$ cat config.mk
export PLATFORM = sky130hd
export DESIGN_NAME = converter_i2f_flat
export DESIGN_NICKNAME = d
export VERILOG_FILES = /design/src/rtl/converter_i2f_if.sv /design/src/rtl/converter_i2f.sv /design/src/flat_wrapper.sv
export SDC_FILE = /design/constraint.sdc
export NUM_CORES = 1
export LEC_CHECK = 0
export CAP_MARGIN = 20
export CORE_MARGIN = 5
export CORE_UTILIZATION = 35
export DETAILED_ROUTE_END_ITERATION = 16
export GPL_TIMING_DRIVEN = 0
export SLEW_MARGIN = 0
export SYNTH_ARGS = -nofsm -noshare
export SYNTH_HDL_FRONTEND = slang
export SYNTH_SLANG_ARGS = --single-unit
$ cat constraint.sdc
create_clock -name i_CLK -period 5.17 [get_ports i_CLK]
set_input_delay 1.034 -clock i_CLK [delete_from_list [all_inputs] [get_ports i_CLK]]
set_output_delay 1.034 -clock i_CLK [all_outputs]
set_load 0.01 [all_outputs]
$ cat src/rtl/converter_i2f_if.sv
// Strobe/acknowledge bus for converter_i2f: an integer operand goes in and a float result comes out.
// The converter sits on the slave side and the producer/consumer sits on the master side.
interface converter_i2f_if;
  logic [31:0] i_A;
  logic        i_A_STB;
  logic        o_A_ACK;
  logic [31:0] o_Z;
  logic        o_Z_STB;
  logic        i_Z_ACK;

  modport slave (
    input  i_A,
    input  i_A_STB,
    input  i_Z_ACK,
    output o_A_ACK,
    output o_Z,
    output o_Z_STB
  );

  modport master (
    output i_A,
    output i_A_STB,
    output i_Z_ACK,
    input  o_A_ACK,
    input  o_Z,
    input  o_Z_STB
  );
endinterface

$ cat src/rtl/converter_i2f.sv
// Iterative int32 -> IEEE-754 single converter with a strobe/ack handshake.
// Define CONVERTER_I2F_ROUND_EN for round-to-nearest-even; otherwise the result is truncated toward zero.
module converter_i2f (
  input  logic              i_CLK,
  input  logic              i_RST,
  converter_i2f_if.slave    bus
);

  typedef enum logic [2:0] {
    GET_A,
    CONVERT_0,
    NORMALISE,
    ROUND,
    PACK,
    PUT_Z
  } state_t;

  state_t      r_state;
  logic [31:0] r_a;
  logic [31:0] r_v;
  logic [23:0] r_m;
  logic [7:0]  r_e;
  logic        r_s;
  logic [31:0] r_z;
  logic        r_a_ack;
  logic        r_z_stb;
  logic [31:0] r_z_out;

`ifdef CONVERTER_I2F_ROUND_EN
  logic        r_g;
  logic        r_r;
  logic        r_st;
  logic [24:0] w_m_inc;
  logic        w_round_up;

  assign w_m_inc    = {1'b0, r_m} + 25'd1;
  assign w_round_up = r_g && (r_r || r_st || r_m[0]);
`endif

  assign bus.o_A_ACK = r_a_ack;
  assign bus.o_Z_STB = r_z_stb;
  assign bus.o_Z     = r_z_out;

  always_ff @(posedge i_CLK) begin
    if (i_RST) begin
      r_state <= GET_A;
      r_a_ack <= 1'b0;
      r_z_stb <= 1'b0;
      r_z_out <= 32'd0;
      r_a     <= 32'd0;
      r_v     <= 32'd0;
      r_m     <= 24'd0;
      r_e     <= 8'd0;
      r_s     <= 1'b0;
      r_z     <= 32'd0;
`ifdef CONVERTER_I2F_ROUND_EN
      r_g     <= 1'b0;
      r_r     <= 1'b0;
      r_st    <= 1'b0;
`endif
    end else begin
      case (r_state)
        GET_A: begin
          r_a_ack <= 1'b1;
          if (r_a_ack && bus.i_A_STB) begin
            r_a     <= bus.i_A;
            r_a_ack <= 1'b0;
            r_state <= CONVERT_0;
          end
        end

        CONVERT_0: begin
          if (r_a == 32'd0) begin
            r_z     <= 32'd0;
            r_state <= PUT_Z;
          end else begin
            // Negating 0x80000000 wraps to itself, which is the correct magnitude as unsigned.
            r_s     <= r_a[31];
            r_v     <= r_a[31] ? (32'd0 - r_a) : r_a;
            r_e     <= 8'd31;
            r_state <= NORMALISE;
          end
        end

        NORMALISE: begin
          if (!r_v[31]) begin
            r_v <= r_v << 1;
            r_e <= r_e - 8'd1;
          end else begin
            r_m     <= r_v[31:8];
`ifdef CONVERTER_I2F_ROUND_EN
            r_g     <= r_v[7];
            r_r     <= r_v[6];
            r_st    <= |r_v[5:0];
`endif
            r_state <= ROUND;
          end
        end

        ROUND: begin
`ifdef CONVERTER_I2F_ROUND_EN
          if (w_round_up) begin
            // A carry out of the mantissa means it rolled over to the next power of two.
            if (w_m_inc[24]) begin
              r_m <= 24'h800000;
              r_e <= r_e + 8'd1;
            end else begin
              r_m <= w_m_inc[23:0];
            end
          end
`endif
          r_state <= PACK;
        end

        PACK: begin
          r_z[31]    <= r_s;
          r_z[30:23] <= r_e + 8'd127;
          r_z[22:0]  <= r_m[22:0];
          r_state    <= PUT_Z;
        end

        PUT_Z: begin
          r_z_stb <= 1'b1;
          r_z_out <= r_z;
          if (r_z_stb && bus.i_Z_ACK) begin
            r_z_stb <= 1'b0;
            r_state <= GET_A;
          end
        end

        default: begin
          r_state <= GET_A;
          r_a_ack <= 1'b0;
          r_z_stb <= 1'b0;
        end
      endcase
    end
  end

endmodule

$ cat src/flat_wrapper.sv
// flat-port wrapper written by rule: the top's interface ports become plain ports
module converter_i2f_flat 
  (i_CLK, i_RST, bus_i_A, bus_i_A_STB, bus_i_Z_ACK, bus_o_A_ACK, bus_o_Z, bus_o_Z_STB);
  converter_i2f_if bus_i ();
  input  logic i_CLK;
  input  logic i_RST;
  input wire logic [$bits(bus_i.i_A)-1:0] bus_i_A;
  input wire logic [$bits(bus_i.i_A_STB)-1:0] bus_i_A_STB;
  input wire logic [$bits(bus_i.i_Z_ACK)-1:0] bus_i_Z_ACK;
  output wire logic [$bits(bus_i.o_A_ACK)-1:0] bus_o_A_ACK;
  output wire logic [$bits(bus_i.o_Z)-1:0] bus_o_Z;
  output wire logic [$bits(bus_i.o_Z_STB)-1:0] bus_o_Z_STB;
  assign bus_i.i_A = bus_i_A;
  assign bus_i.i_A_STB = bus_i_A_STB;
  assign bus_i.i_Z_ACK = bus_i_Z_ACK;
  assign bus_o_A_ACK = bus_i.o_A_ACK;
  assign bus_o_Z = bus_i.o_Z;
  assign bus_o_Z_STB = bus_i.o_Z_STB;
  converter_i2f u_core (.i_CLK(i_CLK), .i_RST(i_RST), .bus(bus_i));
endmodule
Word level (Yosys, flattened, before mapping)
Index checks and enable logic that the tools add are counted.
{ "word_totals": {"output_inout_bits": 34, "register_bits": 165, "word_cells": 59} }
{ "classes": {"eq_ne": 11, "mux": 18, "bitwise": 1, "reduce_logical": 15, "addsub": 3} }
{ "ops": {"columns": ["cell", "n"], "rows": [
  ["$mux 32", 4],
  ["$pmux 32 s2", 2],
  ["$logic_not 32->1", 1],
  ["$sub 1x32->32 const A", 1],
  ["$pmux 3 s6", 1],
  ["$mux 8", 2],
  ["$pmux 8 s2", 1],
  ["$mux 3", 4],
  ["$reduce_and 2->1", 5],
  ["$reduce_or 5->1", 2],
  ["$add 8x7->8 const B", 1],
  ["$ne 2x1->1 const B", 4],
  ["$sub 8x1->8 const B", 1],
  ["$eq 3x2->1 const B", 2],
  ["$eq 3x3->1 const B", 2],
  ["$reduce_and 3->1", 2],
  ["$ne 2x2->1 const B", 2],
  ["$pmux 1 s2", 2],
  ["$reduce_bool 2->1", 2],
  ["$eq 3x1->1 const B", 1],
  ["$logic_not 3->1", 1],
  ["$logic_and 1x1->1", 2],
  ["$mux 1", 2],
  ["$not 1->1", 1]
]} }

Depth between registers and ports, before layout
{ "depth": {"ltp_word": 4, "ltp_mapped": 10, "ltp_nobuf": 8} }

Least setup slack after synthesis
Ideal clock, no wire load.
{ "synth_timing": {"path_type": "flip-flop to flip-flop", "start": "reg u_core.r_a[0]", "end": "reg u_core.r_z[27]", "stages_incl_launch_ff": 10, "arrival_ns": 1.907, "slack_ns": 3.135, "setup_ns": 0.128, "synth_period_minus_slack_ns": 2.035, "t_required_ns": 5.042, "path_cell_list": "dfxtp_1 inv_1 ha_1 nor3b_1 nand4_1 nor4_1 o21ai_1 buf_2 a22oi_1 nor2_1"} }
{ "synth_between": {"elab_chain_len": 3} }
{ "synth_lines": {"columns": ["element", "line", "rtl"], "rows": [
  ["start: declaration", "converter_i2f.sv:19", "logic [31:0] r_a;"],
  ["start signal: assignment", "converter_i2f.sv:66", "r_a <= bus.i_A;"],
  ["$logic_not 32->1", "converter_i2f.sv:73", "if (r_a == 32'd0) begin"],
  ["$ne 2x1->1 (no line)", null, null],
  ["$reduce_and 2->1 (no line)", null, null],
  ["end signal: assignment", "converter_i2f.sv:117", "r_z[30:23] <= r_e + 8'd127;"],
  ["end: declaration", "converter_i2f.sv:24", "logic [31:0] r_z;"]
]} }
No other way between the ends.
A chain may end at the register's enable or synchronous reset.

Final worst setup path
{ "layout_timing": {"start": "reg u_core.r_a[0]", "end": "reg u_core.r_z[28]"} }
Same word-level chain as after synthesis.

==> results.txt <==
The count of unresolved DRC violations after routing came out at 0. Static timing analysis puts the maximum clock frequency at 369.7 MHz. Sorting the synthesized cells by area gives the leading types as dfxtp_1, nand2_1, a21oi_1, nor2_1, a22oi_1. The number of clock buffers inserted by TritonCTS came out at 17. The number of global-route vias before repair came out at 5,559.

The number of nets in the final layout came out at 988. After floorplanning, the core was divided into 51 placement rows. The number of vias per cell came out at 4.947.

For this design the ratio of total power to cell area is 465.0 mW/mm^2. At the pin with the least slew margin, the transition time is 0.8435 ns. The vertical die dimension came out at 150.5 microns. The clock transition at the registers of the reported paths is 0.06 ns.

In this run the post-CTS setup repair buffer count came out at 0. The number of antenna cells inserted is 0. After detailed routing, the total wire length is 17,950 microns.

The die area came out at 0.02264 sq mm. The global-route wire length before repair came out at 29,530 microns. Entering global routing, the biggest net connects 17 pins. 70 I/O pins were placed.

The start-to-end type of the worst setup path is reg2reg. The number of cells upsized or downsized after cts came out at 0. The remaining antenna violation count after routing is 0. The floorplan die width came out at 150.5 microns. The worst path arrival time came out at 3.01 ns. The number of synthesized register bits is 165.

The worst setup path is launched from a flip-flop. The number of maximum-capacitance constraint violations came out at 0. The flow ran to the end, and the final reports show no timing, DRC or antenna violations. Of the post-synthesis cell area, the dominant cell type holds 0.4784. The H-tree level count came out at 4. The placed wire-length estimate after detailed placement came out at 13,240 microns.

Hold timing on the final database bottoms out at a slack of 0.4517 ns. After synthesis the cells add up to 0.006904 sq mm. The length of routed wiring on met1 came out at 8959 microns. The shortest period the worst path allows is 2.705 ns.

The post-route setup TNS is 0 ns. At the end of the flow the core is filled with cells to 0.4352. The synthesized net count came out at 901. The clock tree from TritonCTS is done.

The synthesis-to-finish area growth is 22.67%. The count of vias placed by the detailed router is 6,070. The mean area per synthesized cell came out at 8.000 sq um. The tightest min-delay check is of the reg2reg type. The number of warning messages in the yosys log came out at 0. Of the available clock period, the critical path in the final layout requires 0.5231.

The routed length on met3 is 869 microns. In the synthesized netlist the async set-or-reset flop fraction comes to 0. The number of hold buffers added after CTS is 0. The count of final max-slew check failures came out at 0. Setup violations remaining at the end of the flow were counted as 0. Setup repair after global routing left no endpoint under its margin. The count of buffers added on input and output ports is 68. The remaining global-route overflow is 0. The biggest area contributor in the post-synthesis netlist is dfxtp_1. The total routing usage reported by global routing came out at 0.1633. The initial antenna violation count is 0.

The leakage power summed over all cells came out at 2.808 nW. The clock latency reported for the late side of the worst-skew pair is 0.43 ns. The post-synthesis cell type count came out at 50. The cell count after synthesis came out at 863. In this run the top signal layer used is met4.

The total iterations of the first detailed-routing run came out at 5. Along the worst path, the maximum fanout reaches 10. The initial standard-cell utilization of the core is 0.3547.

In the synthesized netlist the dominant register cell turns out to be dfxtp_1. The clock passes through at most 2 buffers. The total core area came out at 0.01946 sq mm.

The violation count after the first detailed-route iteration is 373. Of the cells placed in the final design, the portion with a size suffix greater than 1 is 0.05509. Clock tree synthesis found a total of 165 sinks. The final number of hold-violating endpoints came out at 0. Between clock sinks in the finished design, the worst skew comes to 0.007585 ns. At the worst endpoint, the required time is 5.47 ns. The worst setup path is captured at a flip-flop. The relative slew slack came out at 0.4333. The total power consumption of the routed design came out at 3.939 mW. The tree is rooted in a clkbuf_16. After filler insertion, the fill cell instance count of the layout stands at 2,003.

VDD sags by at most 0.0002588 V. The number of enable-type register cells in the synthesized netlist came out at 0. The final estimated routing congestion in global placement is 0.8625. The amount of wire on met2 after detailed routing is 7860 microns.

The portion of the post-synthesis area used by sequential elements is 0.4784. The wire length per cell is 14.63 microns.
==> where the power goes <==
part,total (mW),internal [mW],switching [mW]
sequential,1.58,1.42,0.155
combinational,1.16,0.420,0.744
clock,1.20,0.667,0.532
total,3.94,2.51,1.43
==> stage by stage <==
step | worst slack, ns | cells | area [sq um]
2_1_floorplan | 3.135 | 863 | 6904
3_3_place_gp | 2.435 | 1196 | 7916
3_5_place_dp | 2.416 | 1196 | 7916
4_1_cts | 2.427 | 1227 | 8469
5_1_grt | 2.286 | 1227 | 8469
6_report | 2.465 | 1227 | 8469
==> cell usage after synthesis, types with 2 or more instances <==
cell	count
and3_1	3
a211o_1	6
o22a_1	4
o21ai_0	18
nor2_1	74
nand4_1	3
a311oi_1	2
buf_4	3
nand3_1	8
a21oi_1	118
o211ai_1	3
o21ai_1	5
nand4_2	2
nor4_2	2
o41ai_1	5
or2_2	2
nor2b_1	2
a31oi_1	4
a211oi_1	12
a221oi_1	6
a22oi_1	32
nor3_2	3
xor2_1	12
o21bai_1	2
dfxtp_1	165
o31ai_1	10
or4_1	2
nor4_1	2
nor3_1	20
inv_1	10
o41ai_2	2
ha_1	2
nand2_1	217
clkbuf_1	53
xnor2_1	23
a21boi_0	2
buf_2	5
or3_1	7
==> logic make-up after synthesis <==
group                    count (synthesis)  synth area share
AO/OA/AOI/OAI                          235            0.2109
XOR/XNOR                                35           0.04440
adder cells (fa/ha/maj)                  2          0.003624
buffers and inverters                   73           0.04331
flip-flops                             165            0.4784
multiplexers                             1          0.001450
AND/OR/NAND/NOR                        352            0.2178
==> registers in the layout, summed over array words and instances, names as in the netlist <==
| name | count |
|---|---|
| u_core.bus.o_Z | 32 |
| u_core.r_a | 32 |
| u_core.r_v | 32 |
| u_core.r_z | 32 |
| u_core.r_m | 23 |
| u_core.r_e | 8 |
| u_core.r_state | 3 |
| u_core.bus.o_A_ACK | 1 |
| u_core.bus.o_Z_STB | 1 |
| u_core.r_s | 1 |
==> cell type report <==
type | count | area, sq um | share of cell area
Clock buffer | 18 | 429.2 | 0.05067
Tap cell | 265 | 331.6 | 0.03915
Inverter | 10 | 37.54 | 0.004432
Sequential cell | 165 | 3303 | 0.3900
Timing Repair Buffer | 68 | 680.7 | 0.08037
Buffer | 63 | 261.5 | 0.03088
Clock inverter | 13 | 123.9 | 0.01463
Multi-Input combinational cell | 625 | 3302 | 0.3899
==> critical path, stage by stage (launching register included) <==
cell and delay [ns]:
dfxtp_1 0.36, inv_1 0.08, ha_1 0.18, nor3b_1 0.48, nand4_1 0.31, nor4_1 0.38, o21ai_1 0.26, buf_2 0.27
a22oi_1 0.21, nor2_1 0.06
==> placed cells by master (no fill, tap or decap), types with 8 or more instances in the layout <==
cell             synthesis  final
nor2_1                  74     74
dfxtp_1                165    165
a211oi_1                12     12
nand2_1                217    217
nor3_1                  20     20
o31ai_1                 10     10
clkbuf_1                53     54
a22oi_1                 32     32
clkbuf_16                0     17
clkdlybuf4s50_1          0     68
xor2_1                  12     12
xnor2_1                 23     23
nand3_1                  8      8
o21ai_0                 18     18
inv_1                   10     10
a21oi_1                118    118
==> layer usage <==
metal	GRT usage	up-vias
met2	0.2480	164
li1	-	3144
met4	0.05124	0
met1	0.2361	2745
met3	0.02830	17
met5	0	-
==> path summary, 6_finish.rpt <==
check                     startpoint                  to  slack (ns)  cells after the start
hold reg to reg   u_core.bus.o_Z[13]  u_core.bus.o_Z[13]        0.45                      2
setup reg to reg       u_core.r_a[0]      u_core.r_z[28]        2.47                      9
setup / recovery       u_core.r_a[0]      u_core.r_z[28]        2.47                      9
hold / removal    u_core.bus.o_Z[13]  u_core.bus.o_Z[13]        0.45                      2
Note: power is estimated with default switching activity, not from simulation.
